==> src/rtl/bsg_wormhole_dma_mem_responder.sv <==
// bsg_wormhole_dma_mem_responder: wormhole DMA endpoint turning cache read/write packets into word-addressed memory requests
module bsg_wormhole_dma_mem_responder #(
  parameter int flit_width_p = 32,
  parameter int cord_width_p = 4,
  parameter int len_width_p = 4,
  parameter int cid_width_p = 2,
  parameter int dma_addr_width_p = 32,
  parameter int burst_len_p = 4,
  parameter int mem_addr_width_p = 8,
  localparam int link_sif_width_lp = flit_width_p + 2
) (
  input  logic clk_i,
  input  logic reset_n_i,
  input  logic [cord_width_p-1:0] my_cord_i,
  input  logic [link_sif_width_lp-1:0] link_sif_i,
  output logic [link_sif_width_lp-1:0] link_sif_o,
  output logic mem_v_o,
  output logic mem_w_o,
  output logic [mem_addr_width_p-1:0] mem_addr_o,
  output logic [flit_width_p-1:0] mem_data_o,
  input  logic mem_ready_i,
  input  logic [flit_width_p-1:0] mem_data_i,
  input  logic mem_data_v_i,
  output logic mem_data_yumi_o
);
  typedef enum logic [2:0] {IDLE, ADDR, WDATA, RREQ, RWAIT} in_state_e;
  typedef enum logic [1:0] {OIDLE, OHDR, ODATA} out_state_e;
  localparam int cw = $clog2(burst_len_p + 1);
  localparam int off = $clog2(flit_width_p / 8);
  localparam int wnr_bit = cord_width_p + len_width_p + cid_width_p;
  localparam logic [cw-1:0] last = cw'(burst_len_p - 1);
  in_state_e st, st_n;
  out_state_e ost, ost_n;
  logic in_v, out_rdy, in_rdy, out_v, out_done, mem_fire, in_fire, live_r, wnr_r;
  logic [flit_width_p-1:0] in_data, out_data, hdr;
  logic [dma_addr_width_p-1:0] beat_addr;
  logic [cord_width_p-1:0] src_cord_r;
  logic [cid_width_p-1:0] src_cid_r;
  logic [mem_addr_width_p-1:0] addr_r;
  logic [cw-1:0] cnt_r, ocnt_r;
  assign {in_v, out_rdy, in_data} = link_sif_i;
  assign beat_addr = in_data[dma_addr_width_p-1:0] >> off;
  // live_r keeps ready low until the first edge after reset release
  assign in_rdy = live_r & ((st == IDLE) | (st == ADDR) | ((st == WDATA) & mem_ready_i));
  assign in_fire = in_v & in_rdy;
  assign mem_v_o = (st == WDATA) ? in_v : (st == RREQ);
  assign mem_w_o = st == WDATA;
  assign mem_addr_o = addr_r;
  assign mem_data_o = in_data;
  assign mem_fire = mem_v_o & mem_ready_i;
  assign hdr = flit_width_p'({cid_width_p'(0), my_cord_i, 1'b0, src_cid_r, len_width_p'(burst_len_p), src_cord_r});
  assign out_v = (ost == OHDR) | ((ost == ODATA) & mem_data_v_i);
  assign out_data = (ost == OHDR) ? hdr : (ost == ODATA) ? mem_data_i : '0;
  assign mem_data_yumi_o = (ost == ODATA) & mem_data_v_i & out_rdy;
  assign out_done = mem_data_yumi_o & (ocnt_r == last);
  assign link_sif_o = {out_v, in_rdy, out_data};
  always_comb begin
    st_n = st;
    ost_n = ost;
    unique case (st)
      IDLE: st_n = in_fire ? ADDR : IDLE;
      ADDR: st_n = in_fire ? (wnr_r ? WDATA : RREQ) : ADDR;
      WDATA: st_n = (mem_fire && cnt_r == last) ? IDLE : WDATA;
      RREQ: st_n = (mem_fire && cnt_r == last) ? (out_done ? IDLE : RWAIT) : RREQ;
      RWAIT: st_n = out_done ? IDLE : RWAIT;
      default: st_n = IDLE;
    endcase
    unique case (ost)
      OIDLE: ost_n = (st == ADDR && in_fire && !wnr_r) ? OHDR : OIDLE;
      OHDR: ost_n = out_rdy ? ODATA : OHDR;
      ODATA: ost_n = out_done ? OIDLE : ODATA;
      default: ost_n = OIDLE;
    endcase
  end
  always_ff @(posedge clk_i or negedge reset_n_i) begin
    if (!reset_n_i) begin
      st <= IDLE;
      ost <= OIDLE;
      live_r <= 1'b0;
      wnr_r <= 1'b0;
      src_cord_r <= '0;
      src_cid_r <= '0;
      addr_r <= '0;
      cnt_r <= '0;
      ocnt_r <= '0;
    end else begin
      st <= st_n;
      ost <= ost_n;
      live_r <= 1'b1;
      if (st == IDLE && in_fire) begin
        wnr_r <= in_data[wnr_bit];
        src_cord_r <= in_data[wnr_bit+1 +: cord_width_p];
        src_cid_r <= in_data[wnr_bit+1+cord_width_p +: cid_width_p];
      end
      if (st == ADDR && in_fire) begin
        addr_r <= beat_addr[mem_addr_width_p-1:0];
        cnt_r <= '0;
      end else if (mem_fire) begin
        addr_r <= addr_r + mem_addr_width_p'(1);
        cnt_r <= cnt_r + cw'(1);
      end
      if (ost == OHDR) ocnt_r <= '0;
      else if (mem_data_yumi_o) ocnt_r <= ocnt_r + cw'(1);
    end
  end
endmodule

==> config.mk <==
export PLATFORM = sky130hd
export DESIGN_NAME = bsg_wormhole_dma_mem_responder
export DESIGN_NICKNAME = d
export VERILOG_FILES = /design/src/rtl/bsg_wormhole_dma_mem_responder.sv
export SDC_FILE = /design/constraint.sdc
export NUM_CORES = 1
export LEC_CHECK = 0
export ABC_AREA = 1
export CORE_MARGIN = 3
export CORE_UTILIZATION = 57
export DETAILED_ROUTE_END_ITERATION = 8
export DONT_BUFFER_PORTS = 1
export PLACE_DENSITY = 0.84
export SLEW_MARGIN = 40
export SYNTH_ARGS = -nofsm -noshare
export SYNTH_HDL_FRONTEND = slang
export SYNTH_SLANG_ARGS = --single-unit
==> constraint.sdc <==
create_clock -name clk_i -period 1.3 [get_ports clk_i]
set_input_delay 0.26 -clock clk_i [delete_from_list [all_inputs] [get_ports clk_i]]
set_output_delay 0.26 -clock clk_i [all_outputs]
set_load 0.01 [all_outputs]
==> metrics.txt <==
HPWL after DPL 3.50 mm; f_max 584 MHz; Initial DRC Count 260; layout cell share with drive strength beyond 1 52.6%; reg2reg path depth 9; Leakage 1.36 nW; count of max-cap constraint violations 0; total track usage 31.4%; Final Setup Violations 62; Pwr Total 6.77 mW; syn avg cell area 7.10 sq um; CP arrival 1.45 ns; row count 21; WHS Path Cells 2; fin. max-slew vios 0; post-route ant nets 0; Layout Nets 373; largest net degree at the start of global routing 28; period utilisation layout 132%; Layout area overhead 43.3%; H-tree depth 1; Clock Skew 0.0204 ns; Worst path max stage delay 0.49 ns; failing checks setup timing; setup TNS -16.67 ns; worst hold margin 0.00194 ns; crit-path cells inv_2, nand4_1, a21boi_2, buf_4; Worst R2R Setup Slack -0.29 ns; crit start category register; Hold EP src_cord_r[2]; DR pass1 iterations 7; Via density 6.70; VDD IR max 1310 uV; Post-Syn Nets 364; Seq cells post-synth 27; CTS Buf Count 3; PwrDens 2330 nW/um^2; Critical Path RT 1.04 ns; sequential-to-total area share from yosys stat 33.4%; grt total ovfl 0; Syn Inst Count 285; number of port buffers 0; status complete, but fails checks; hold crit path type in -> reg; Worst Setup Slack, final -0.413 ns; DR DRC count 0; reg-to-reg endpoint st[0]; Core Area 3390 sq um; vias in the first global route 1929; gpl congestion 0.783; Root Driver clkbuf_4; Clock Tree Buf Depth 2; hold path start link_sif_i[13]; CTS tree built; Reg2Reg Launch Point st[2]; Die Width 65.6 um; Synth cell types 28; count of synthesis-stage warnings from yosys 0; via count 2270; Clk pin slew, worst setup/hold paths 0.19 ns; Initial Utilization 59.7%; Core Util, Final 85.6%; Die ar. 4300 sq um; total wire length 9.19 mm; Placed Area 1940 sq um; wire per inst 27.1 um; initial antenna violation count 0; Die H 65.6 um; design area 2900 sq um; Mapped Area 2020 sq um; DP Worst Slack -0.0212 ns; I/O Pins 151; Slowest-stage cell, CP dfrtp_1; WS Path Type reg -> out; final hold violation count 0; min Tclk post-route 1.71 ns; RSZ-0062 raised after global routing true; endpoint type of the worst setup path output port; clock sinks 27; Worst-Skew Late Latency 0.36 ns; final non-filler cell total 339; Antenna Cells 0; global-route wire length before repair 10.1 mm; # placed instances 308; Crit Path Max Fanout 3
how the worst max path moves through the flow:
stage | startpoint | to | slack [ns] | depth (start not counted)
2_1_floorplan | ost[1] | link_sif_o[0] | 0.02 | 5
3_3_place_gp | st[1] | link_sif_o[32] | 0.02 | 4
3_5_place_dp | st[2] | mem_addr_o[5] | -0.02 | 8
4_1_cts | st[2] | link_sif_o[32] | -0.29 | 4
5_1_grt | ost[0] | link_sif_o[29] | -0.46 | 4
6_report | st[2] | link_sif_o[32] | -0.41 | 4
logic make-up (layout without fill, tap and decap cells):
family | Yosys count | after routing | share of synthesized area (%)
AOI/OAI and AO/OA | 28 | 28 | 9.70
xor gates and xnor gates | 3 | 3 | 1.30
adders and majority gates | 5 | 5 | 3.09
buffers and inverters | 92 | 100 | 24.2
DFF | 27 | 27 | 33.4
other | 1 | 1 | 0.185
and+or+nand+nor | 129 | 129 | 28.2
cell usage in the layout, fill, tap and decap left out, types with 3 or more instances in the layout:
cell type	netlist	layout
o21ai_1	3	4
dfrtp_2	0	3
nand3_2	0	10
nand3_1	29	14
ha_1	5	5
clkbuf_4	0	3
nor2_1	38	12
nor2_4	1	24
inv_1	46	39
nand2_1	48	21
inv_4	0	4
buf_6	2	17
nand4_1	4	4
nand2_4	0	17
dfrtp_1	27	24
o211ai_1	4	4
nor2_2	0	3
inv_2	3	6
o21ai_2	8	9
buf_12	0	4
nand2_2	5	13
buf_4	34	19
nand3_4	0	5
cells in the mapped netlist (all sizes together):
cell / number / area [sq um]
nor3: 2 / 10.0
xnor2: 1 / 8.76
dfrtp: 27 / 676
nand3: 29 / 145
nand2: 53 / 211
a21boi: 2 / 15.0
a21oi: 3 / 18.8
a22o: 1 / 8.76
o211ai: 4 / 30.0
conb: 1 / 3.75
xor2: 2 / 17.5
buf: 36 / 278
nand4: 6 / 50.0
ha: 5 / 62.6
o22ai: 3 / 18.8
o21ai: 15 / 105
inv: 49 / 184
clkbuf: 7 / 27.5
nor2: 39 / 154
registers in the layout, summed over array words and instances, names as in the netlist:
register,cells
cnt_r,3
live_r,1
mem_addr_o,8
ocnt_r,3
ost,2
src_cid_r,2
src_cord_r,4
st,3
wnr_r,1
what timing repair did:
action | CTS | global route
hold endpoints to repair | 27 | 0
hold buffers | 2 | 0
resized for setup | 108 | 70
buffers inserted | 27 | 10
cloned | 5 | 3
pin swaps | 18 | 14
setup endpoints to repair | 52 | 64
area by class of cell:
cell class              count  area [sq um]
clock buffers               3          22.5
clock inverters             1          7.51
fillers                   142           488
inverters                  49           194
multi-input cells         166          1380
flip-flops and latches     27           679
well taps                  46          57.6
repair buffers             47           559
per-layer routing:
layer	vias up	track usage, %	routed length [um]	part of all wire, %
li1	875	-	-	-
met1	1053	35.0	2800	30
met2	230	53.4	4590	50
met3	112	6.15	899	9.8
met4	0	22.0	899	9.8
met5	-	0	0	0
report_power, final:
group	leakage, nW	switching (mW)	internal (mW)
clock network	0.0139	0.310	0.118
logic	1.01	2.61	1.97
registers	0.336	0.559	1.20
worst max-delay path: cells and delay by family, from the launching register on:
kind            cells  cell delay (ns)
compound gates      1             0.19
buf+inv             2             0.26
flops               1             0.49
simple gates        1             0.15
Power figures use the tool's default switching activity.
